<file path="src/rtl/mesm6_fetch_pkg.sv">
// Shared types and helpers for the mesm6 instruction fetch unit.
// Provides the fetch FSM state type, opcode/word widths and the
// index/tag split used by both the cache array and the fetch control.
package mesm6_fetch_pkg;

    typedef enum logic [1:0] {
        IDLE = 2'd0,
        MISS = 2'd1,
        PREF = 2'd2
    } fetch_state_e;

    localparam int unsigned HALF_W = 24;
    localparam int unsigned WORD_W = 48;

    // Line index: low idx_w bits of the word address (0 for a single-line cache).
    function automatic logic [31:0] line_index(input logic [31:0] word_addr,
                                               input int unsigned idx_w);
        logic [31:0] mask;
        mask = (idx_w == 0) ? 32'd0 : ((32'd1 << idx_w) - 32'd1);
        return word_addr & mask;
    endfunction

    // Line tag: word address bits above the index.
    function automatic logic [31:0] line_tag(input logic [31:0] word_addr,
                                             input int unsigned idx_w);
        return word_addr >> idx_w;
    endfunction

endpackage

</file>
<file path="src/rtl/mesm6_icache_array.sv">
// Direct-mapped instruction cache storage: valid/tag/data per line.
// Ports: rd_* demand read port, chk_* tag-only probe port, wr_* line fill,
// inv_* tag-qualified single-line invalidate, clear_all bulk invalidate.
// Invalidate beats a same-cycle fill of the same address; clear_all beats both.
module mesm6_icache_array
    import mesm6_fetch_pkg::*;
#(
    parameter int unsigned LINES = 16,
    parameter int unsigned IDX_B = 4,
    parameter int unsigned TAG_W = 11
) (
    input  logic              clk,
    input  logic              reset,
    input  logic [IDX_B-1:0]  rd_idx,
    output logic              rd_valid,
    output logic [TAG_W-1:0]  rd_tag,
    output logic [WORD_W-1:0] rd_data,
    input  logic [IDX_B-1:0]  chk_idx,
    output logic              chk_valid,
    output logic [TAG_W-1:0]  chk_tag,
    input  logic              wr_en,
    input  logic [IDX_B-1:0]  wr_idx,
    input  logic [TAG_W-1:0]  wr_tag,
    input  logic [WORD_W-1:0] wr_data,
    input  logic              inv_en,
    input  logic [IDX_B-1:0]  inv_idx,
    input  logic [TAG_W-1:0]  inv_tag,
    input  logic              clear_all
);

    logic [LINES-1:0]  valid_q;
    logic [TAG_W-1:0]  tag_q  [LINES];
    logic [WORD_W-1:0] data_q [LINES];
    logic              inv_hit;

    assign rd_valid  = valid_q[rd_idx];
    assign rd_tag    = tag_q[rd_idx];
    assign rd_data   = data_q[rd_idx];
    assign chk_valid = valid_q[chk_idx];
    assign chk_tag   = tag_q[chk_idx];

    // Compare against the tag the line will hold after a same-cycle fill.
    assign inv_hit = inv_en &&
                     ((wr_en && (wr_idx == inv_idx)) ? (wr_tag == inv_tag)
                                                     : (tag_q[inv_idx] == inv_tag));

    // Valid bits.
    always_ff @(posedge clk) begin
        if (reset || clear_all) begin
            valid_q <= '0;
        end else begin
            if (wr_en)   valid_q[wr_idx]  <= 1'b1;
            if (inv_hit) valid_q[inv_idx] <= 1'b0;
        end
    end

    // Tag and data storage; contents are meaningless while the valid bit is 0.
    always_ff @(posedge clk) begin
        if (wr_en) begin
            tag_q[wr_idx]  <= wr_tag;
            data_q[wr_idx] <= wr_data;
        end
    end

endmodule

</file>
<file path="src/rtl/mesm6_fetch_unit.sv">
// Instruction fetch unit: direct-mapped multi-line opcode cache with optional
// next-word prefetch and data-bus write snooping.
// Ports: req/pc/ready/opcode to the microcode sequencer (combinational hit),
// flush and snoop_write/snoop_addr for coherence, ibus_* to instruction memory.
module mesm6_fetch_unit
    import mesm6_fetch_pkg::*;
#(
    parameter int unsigned ADDR_W   = 15,
    parameter int unsigned LINES    = 16,
    parameter int unsigned PREFETCH = 1
) (
    input  logic              clk,
    input  logic              reset,
    input  logic              req,
    input  logic [ADDR_W:0]   pc,
    output logic              ready,
    output logic [HALF_W-1:0] opcode,
    input  logic              flush,
    input  logic              snoop_write,
    input  logic [ADDR_W-1:0] snoop_addr,
    output logic              ibus_fetch,
    output logic [ADDR_W-1:0] ibus_addr,
    input  logic [WORD_W-1:0] ibus_input,
    input  logic              ibus_done
);

    localparam int unsigned IDX_W = $clog2(LINES);
    localparam int unsigned IDX_B = (IDX_W == 0) ? 1 : IDX_W;
    localparam int unsigned TAG_W = ADDR_W - IDX_W;

    fetch_state_e      state_q, state_d;
    logic [ADDR_W-1:0] fa_q, pf_addr_q;
    logic              pf_pending_q, stale_q;

    logic [ADDR_W-1:0] pc_word, nxt_word;
    logic [IDX_B-1:0]  pc_idx, fa_idx, nxt_idx, sn_idx;
    logic [TAG_W-1:0]  pc_tag, fa_tag, nxt_tag, sn_tag, rd_tag, chk_tag;
    logic              rd_valid, chk_valid;
    logic [WORD_W-1:0] rd_data;
    logic              hit, demand_miss, pf_go, nxt_cached, fill_en, snoop_fa;

    // Address splits for the demand, fill, next-word and snoop addresses.
    assign pc_word  = pc[ADDR_W:1];
    assign nxt_word = fa_q + ADDR_W'(1);
    assign pc_idx   = IDX_B'(line_index(32'(pc_word), IDX_W));
    assign pc_tag   = TAG_W'(line_tag(32'(pc_word), IDX_W));
    assign fa_idx   = IDX_B'(line_index(32'(fa_q), IDX_W));
    assign fa_tag   = TAG_W'(line_tag(32'(fa_q), IDX_W));
    assign nxt_idx  = IDX_B'(line_index(32'(nxt_word), IDX_W));
    assign nxt_tag  = TAG_W'(line_tag(32'(nxt_word), IDX_W));
    assign sn_idx   = IDX_B'(line_index(32'(snoop_addr), IDX_W));
    assign sn_tag   = TAG_W'(line_tag(32'(snoop_addr), IDX_W));

    assign hit         = req && rd_valid && (rd_tag == pc_tag);
    assign demand_miss = req && !hit;
    assign pf_go       = (PREFETCH != 0) && pf_pending_q && !flush;
    assign nxt_cached  = chk_valid && (chk_tag == nxt_tag);
    assign fill_en     = (state_q != IDLE) && ibus_done && !stale_q;
    assign snoop_fa    = snoop_write && (snoop_addr == fa_q);

    mesm6_icache_array #(
        .LINES (LINES),
        .IDX_B (IDX_B),
        .TAG_W (TAG_W)
    ) u_array (
        .clk       (clk),
        .reset     (reset),
        .rd_idx    (pc_idx),
        .rd_valid  (rd_valid),
        .rd_tag    (rd_tag),
        .rd_data   (rd_data),
        .chk_idx   (nxt_idx),
        .chk_valid (chk_valid),
        .chk_tag   (chk_tag),
        .wr_en     (fill_en),
        .wr_idx    (fa_idx),
        .wr_tag    (fa_tag),
        .wr_data   (ibus_input),
        .inv_en    (snoop_write),
        .inv_idx   (sn_idx),
        .inv_tag   (sn_tag),
        .clear_all (flush)
    );

    // State register.
    always_ff @(posedge clk) begin
        if (reset) state_q <= IDLE;
        else       state_q <= state_d;
    end

    // Next state: demand misses win over pending prefetch; transfers run to completion.
    always_comb begin
        state_d = state_q;
        case (state_q)
            IDLE: begin
                if (demand_miss)  state_d = MISS;
                else if (pf_go)   state_d = PREF;
            end
            MISS, PREF: begin
                if (ibus_done) state_d = IDLE;
            end
            default: state_d = IDLE;
        endcase
    end

    // Outputs: bus request from state, opcode from a combinational hit.
    always_comb begin
        ibus_fetch = 1'b0;
        ibus_addr  = '0;
        ready      = 1'b0;
        opcode     = '0;
        if (state_q != IDLE) begin
            ibus_fetch = 1'b1;
            ibus_addr  = fa_q;
        end
        if (hit) begin
            ready  = 1'b1;
            opcode = pc[0] ? rd_data[HALF_W-1:0] : rd_data[WORD_W-1:HALF_W];
        end
    end

    // Fetch address, prefetch bookkeeping and stale-fill tracking.
    always_ff @(posedge clk) begin
        if (reset) begin
            fa_q         <= '0;
            pf_addr_q    <= '0;
            pf_pending_q <= 1'b0;
            stale_q      <= 1'b0;
        end else begin
            if (state_q == IDLE) begin
                stale_q <= 1'b0;
                if (demand_miss) begin
                    fa_q         <= pc_word;
                    pf_pending_q <= 1'b0;
                end else if (pf_go) begin
                    fa_q <= pf_addr_q;
                end
            end else if (ibus_done) begin
                stale_q <= 1'b0;
                if (state_q == MISS) begin
                    pf_addr_q    <= nxt_word;
                    pf_pending_q <= (PREFETCH != 0) && !nxt_cached;
                end else begin
                    pf_pending_q <= 1'b0;
                end
            end else if (flush || snoop_fa) begin
                stale_q <= 1'b1;
            end
            if (flush) pf_pending_q <= 1'b0;
        end
    end

endmodule

</file>
<file path="config.mk">
export PLATFORM = sky130hd
export DESIGN_NAME = mesm6_fetch_unit
export DESIGN_NICKNAME = d
export VERILOG_FILES = /design/src/rtl/mesm6_fetch_pkg.sv /design/src/rtl/mesm6_icache_array.sv /design/src/rtl/mesm6_fetch_unit.sv
export SDC_FILE = /design/constraint.sdc
export NUM_CORES = 1
export LEC_CHECK = 0
export BUFFER_PORTS_ARGS = -buffer_cell sky130_fd_sc_hd__buf_2
export CORE_AREA = 5 5 375 193
export DETAILED_ROUTE_END_ITERATION = 8
export DIE_AREA = 0 0 380 198
export GPL_ROUTABILITY_DRIVEN = 1
export PLACE_DENSITY = 0.79
export SYNTH_ARGS = -nofsm -noshare
export SYNTH_HDL_FRONTEND = slang
export SYNTH_SLANG_ARGS = --single-unit
</file>
<file path="constraint.sdc">
create_clock -name clk -period 9 [get_ports clk]
set_clock_uncertainty 0.1 [all_clocks]
set_input_delay 2.25 -clock clk [delete_from_list [all_inputs] [get_ports clk]]
set_output_delay 2.25 -clock clk [all_outputs]
set_load 0.01 [all_outputs]
</file>
Word level (Yosys, flattened, before mapping) --
Memories as Yosys holds them, arrays and structs flattened. Index checks and enable logic that the tools add are counted. W data, S select, Z words.
Storage, ports and cells: memories 2, register bits after elaboration 50, logic and storage cells 88, bits in writable memories 944, output and inout bits 41, input bits 85
Memories:
- u_array.data_q | depth 16, width 48, read ports 1, clocked after Yosys merged registers in 0, write ports 1, RTL line mesm6_icache_array.sv:33 | logic [WORD_W-1:0] data_q [LINES];
- u_array.tag_q | depth 16, width 11, read ports 3, clocked after Yosys merged registers in 0, write ports 1, RTL line mesm6_icache_array.sv:32 | logic [TAG_W-1:0] tag_q [LINES];
Operators by class: add/subtract/negate cells 1, reductions and logical operators 29, eq/ne operators 11, $lt $le $gt $ge 6, bitwise logic cells 4, muxes and demuxes 29
Operators by type and width (number):
- $mux W16 | 3
- $mux W24 | 2
- $mux W15 | 3
- $eq A11 B11 Y1 | 4
- $lt A4 B5 Y1 const B | 4
- $and A16 B16 Y16 | 1
- $not A16 Y16 | 1
- $or A16 B16 Y16 | 1
- $add A15 B1 Y15 const B | 1
- $eq A15 B15 Y1 | 1
- $mux W1 | 13
- $logic_and A1 B1 Y1 | 12
- $bmux W1 S4 | 2
- $demux W1 S4 | 2
- $ge A4 B1 Y1 const B | 2
- $mux W2 | 3
- $reduce_and A2 Y1 | 3
- $reduce_bool A2 Y1 | 3
- $eq A4 B4 Y1 | 1
- $logic_not A1 Y1 | 4
- $ne A2 B2 Y1 const B | 2
- $pmux W2 S2 | 1
- $reduce_or A2 Y1 | 2
- $ne A3 B3 Y1 const B | 1
- other kinds (7) | 8

Longest topological paths before layout --
depth after elaboration 9, mapped depth 14, mapped depth without buffers 10

By module --
Synthesis repeated with hierarchy kept, for this count alone.
Unflattened totals: cell total of the unflattened synthesis 2026, area, all modules 42219.2 sq um
Modules (own cells, without submodules):
- mesm6_icache_array | times used 1, sequential area each 28667.5 sq um, area each 39341.5 sq um, cells an instance 1651
- mesm6_fetch_unit | times used 1, sequential area each 680.7 sq um, area each 2877.8 sq um, cells an instance 375

Worst setup path after synthesis --
OpenSTA, ideal clock, no wires.
path type input to register, start point input ibus_done, end point register u_array.valid_q[3], setup time 0.090 ns, arrival time 7.427 ns, required time 8.810 ns, cell stages on the path 6, buffers on the path 0, slack 1.384 ns, cell sequence nor2b_1 -> nor2b_1 -> nand2_1 -> nor3_1 -> o21ai_0 -> a31oi_1
On the way: cells in the longest elaborated chain, start to end 6, elaborated cells on any way between the ends 9
Ends and longest elaborated chain:
- from (decl) | RTL line mesm6_fetch_unit.sv:24 | input logic ibus_done
- $logic_and A1 B1 Y1 (*) (2 in series) | RTL line mesm6_fetch_unit.sv:58 | assign fill_en = (state_q != IDLE) && ibus_done && !stale_q;
- $mux W16 or $logic_and A1 B1 Y1 (tied branches) | RTL line mesm6_icache_array.sv:52, mesm6_icache_array.sv:44
- $mux W16 or $mux W1 (tied branches) | RTL line mesm6_icache_array.sv:49, mesm6_icache_array.sv:44
- $and A16 B16 Y16 (no source line) or $logic_and A1 B1 Y1 (tied branches)
- $mux W16 (*) | RTL line mesm6_icache_array.sv:53 | if (inv_hit) valid_q[inv_idx] <= 1'b0;
- to (signal assigned) | RTL line mesm6_icache_array.sv:50 | valid_q <= '0;
- to (signal, indexed assignment) | RTL line mesm6_icache_array.sv:52 | if (wr_en) valid_q[wr_idx] <= 1'b1;
- to (signal, indexed assignment) | RTL line mesm6_icache_array.sv:53
- to (decl) | RTL line mesm6_icache_array.sv:31 | logic [LINES-1:0] valid_q;
Every way passes the cells marked *; elsewhere a longest branch is shown, timed or not. The select of a mux whose other input is x is not followed. A chain may end at the register's enable or synchronous reset.

Worst setup path after layout --
start point input pc[3], end point output opcode[0]
On the way: cells in the longest elaborated chain, start to end 5, elaborated cells on any way between the ends 9
Ends and longest elaborated chain:
- from (decl) | RTL line mesm6_fetch_unit.sv:15 | input logic [ADDR_W:0] pc,
- branches (longest 4 deep; another with $mem_v2 Z16 W11)
- $mux W24 (*) | RTL line mesm6_fetch_unit.sv:116 | if (hit) begin
- to (decl) | RTL line mesm6_fetch_unit.sv:17 | output logic [HALF_W-1:0] opcode,
Mark *: on every way between the ends. The select of a mux whose other input is x is not followed.

==> results by group <==
Status
  • Status: finished clean

Drt
  • Drt total wl: 109,000 µm
  • Vias per inst: between 7 and 8
  • Routed len/inst: around 35 µm
  • DRT antenna net count: 0
  • Initial DRC Count: between 3,000 and 4,000
  • Via Count: ~23,000
  • DR pass1 iterations: 7
  • DRC: 0

Logic synthesis
  • Top cells by area, synth: edfxtp_1, mux4_2, mux2i_1
  • Commonest cells in the netlist: edfxtp_1, mux4_2, mux2i_1
  • EDFF count, synth: around 940
  • Most used DFF post-synth: edfxtp_1
  • Sequential element share of the synthesized area: 69.6%
  • Async S/R FF share, synth: 0%
  • Post-Synthesis Cells: slightly above 2,000
  • Syn nets: between 2,000 and 2,500
  • Netlist cell types: 58
  • Avg Cell Area, Syn: around 21 µm²
  • Synth top area share: about two thirds
  • Post-Synthesis Cell Area: between 0.04 and 0.05 mm²
  • Dominant cell by count in the synthesized netlist: edfxtp_1
  • Yosys Warn Count: 0
  • Yosys top cell by area: edfxtp_1
  • Synthesized flop and latch total: between 900 and 1,000

Layout
  • Area delta synth->final: 10.6%
  • Layout cells sized above 1: 31.7%
  • # fillers: between 4,000 and 5,000
  • Final nets: 2,258
  • Layout Cells excl Fill: around 3,200

Setup path
  • Critical path's largest stage delay: ~0.75 ns
  • Crit. Startpoint: pc[3]
  • Worst Setup End Kind: output pin
  • CP arrival: just over 6 ns
  • CP Max Fanout: 38
  • Reg2reg start: u_array.tag_q[15][10]
  • CP max-delay cell: or3_2
  • Setup crit start kind: input port
  • Critical Path Most Common Cell: buf_4
  • CP Class: input port to output pin
  • Worst-path cell chain: buf_6 -> buf_4 -> mux4_2 -> mux2i_1 -> xnor2_1 -> a211oi_1 -> o2111ai_2 -> or3_2 -> buf_4 -> nor2_1 -> buf_2
  • Data required time at the worst endpoint: 6.65 ns

Power
  • Power Internal: ~7.4 mW
  • Switching Fraction: 22.5%
  • Peak VDD IR: roughly 0.00021 V
  • Comb pwr share: roughly 7.4%
  • Sw power: 2.14 mW
  • Clock share of power: around two fifths
  • Pwr dens: ~200 mW/mm²
  • Sequential Power Share: about 54%
  • Leakage: 15.1 nW

STA
  • Final period utilization: 93.2%
  • Worst slew pin tran: about 1.3 ns
  • Achievable Freq: roughly 120 MHz
  • Hold Fails Final Rpt: 0
  • RSZ-0062 raised after global routing: no
  • Crit path time final: 8.39 ns
  • Setup Viol. Count Final: 0
  • Setup TNS: 0 ns
  • Relative slew margins: 14.5%
  • Slew Viols, Final: 0
  • Setup WS post-layout: roughly 0.61 ns

Clock tree
  • Num CTS Buffers: 85
  • Longest Clk Path Bufs: 3
  • Root Buffer: clkbuf_16
  • Worst-Skew Late Latency: 0.67 ns
  • H-Tree Depth: 3
  • Clock Sinks: slightly below 1,000
  • Setup Buffers After CTS: 0
  • Hold_buf cts: 0
  • Clock Pin Slew Worst Setup and Hold Paths: 0.07 ns
  • CTS tree: built
  • # resized after CTS: 0

Floorplan
  • Top Ports: ~130
  • Rows: approximately 70
  • Chip Height: around 200 µm
  • Die ar.: 0.0752 mm²
  • Initial Util: about three fifths
  • Die width: 380 µm
  • Core area: roughly 0.068 mm²

Place
  • Buffers added on ports: 125
  • Dpl hpwl: around 62,000 µm
  • DP Worst Slack: 0.709 ns
  • DP Cell Count: between 2,000 and 3,000
  • Final GP Congestion: 0.932

GRT
  • Total grt overflow: 0
  • Largest net degree at the start of global routing: 91
  • Vias in the first global route: 22,636
  • GR Layer Usage met2: between 40% and 50%
  • First-pass GRT wire length: around 160,000 µm
  • GRT Max-Usage Layer: met2
  • Tot GR Track Use: 29.2%
  • Initial antenna violation count: 8
  • Met1 usage: a little over two fifths
  • M3 GR Usage: roughly a tenth

Flow run
  • MaxCap Viol Count: 0

Worst hold path
  • Hold path startpoint: pf_addr_q[1]
  • Hold crit path type: flip-flop to flip-flop
==> power by group through the flow <==
stage	clock network, mW	registers, mW	logic [mW]
floorplan	0	5.21	0.454
global placement	0	5.22	0.666
detailed placement	0	5.23	0.685
CTS	3.73	5.12	0.693
global route	3.95	5.13	0.740
finish	3.70	5.13	0.705
==> through the flow <==
stage / hold WS [ns] / power [mW] / cell area, µm² / util, %
floorplan: 0.337 / 5.67 / 42100 / -
global placement: 0.345 / 5.89 / 43800 / 64.1
detailed placement: 0.353 / 5.91 / 43800 / 64.1
CTS: 0.363 / 9.55 / 46600 / 68.1
global route: 0.420 / 9.81 / 46600 / 68.2
finish: 0.369 / 9.53 / 46600 / 68.2
==> sequential cells by signal, summed over array words and instances (netlist names) <==
register         count
u_array.data_q     768
u_array.tag_q      176
u_array.valid_q     16
fa_q                15
pf_addr_q           15
state_q              2
pf_pending_q         1
stale_q              1
==> placed cells by master (no fill, tap or decap), drive strengths merged, types with 15 or more instances in the layout <==
cell and n:
dfxtp 50, a211oi 34, a22oi 18, clkbuf 100
inv 20, nand3 16, nand2b 15, o21ai 20
mux2i 110, nand2 32, a21oi 25, buf 172
edfxtp 944, clkinv 35, nor2 83, nor2b 23
xor2 26, xnor2 36, mux4 369
==> critical path: cells and delay by family <==
kind                   cells  cell delay [ns]
buffers and inverters      4             1.54
XOR/XNOR                   1             0.12
AND/OR/NAND/NOR            2             0.92
AO/OA/AOI/OAI              2             0.53
multiplexers               2             0.61
==> metal layers <==
metal,up-vias,wire (µm)
met5,-,0
met4,0,2540
met3,195,15000
met2,1795,49800
met1,11844,41900
li1,8856,-
==> logic make-up after synthesis <==
kind of cell,share of synthesized area [%]
AOI/OAI and AO/OA,2.35
xor gates and xnor gates,1.29
adders and majority gates,0.178
buffers and inverters,1.51
DFF,69.6
muxes,22.5
and+or+nand+nor,2.57
==> final timing paths <==
path	end	slack (ns)	cells after the start
hold reg to reg	pf_addr_q[1]	0.37	2
setup / recovery	opcode[0]	0.61	11
setup reg to reg	fa_q[5]	4.49	9
hold / removal	pf_addr_q[1]	0.37	2
==> final cells by class <==
class / count / area (µm²) / share of cell area [%]
sequential: 994 / 29300 / 63.0
multi-input combinational: 902 / 12300 / 26.4
clock buffer: 100 / 2180 / 4.68
tap: 910 / 1140 / 2.44
timing repair buffer: 172 / 1020 / 2.19
clock inverter: 58 / 573 / 1.23
inverter: 12 / 45.0 / 0.0966
antenna: 6 / 15.0 / 0.0322
(Power assumes the default switching activity.)
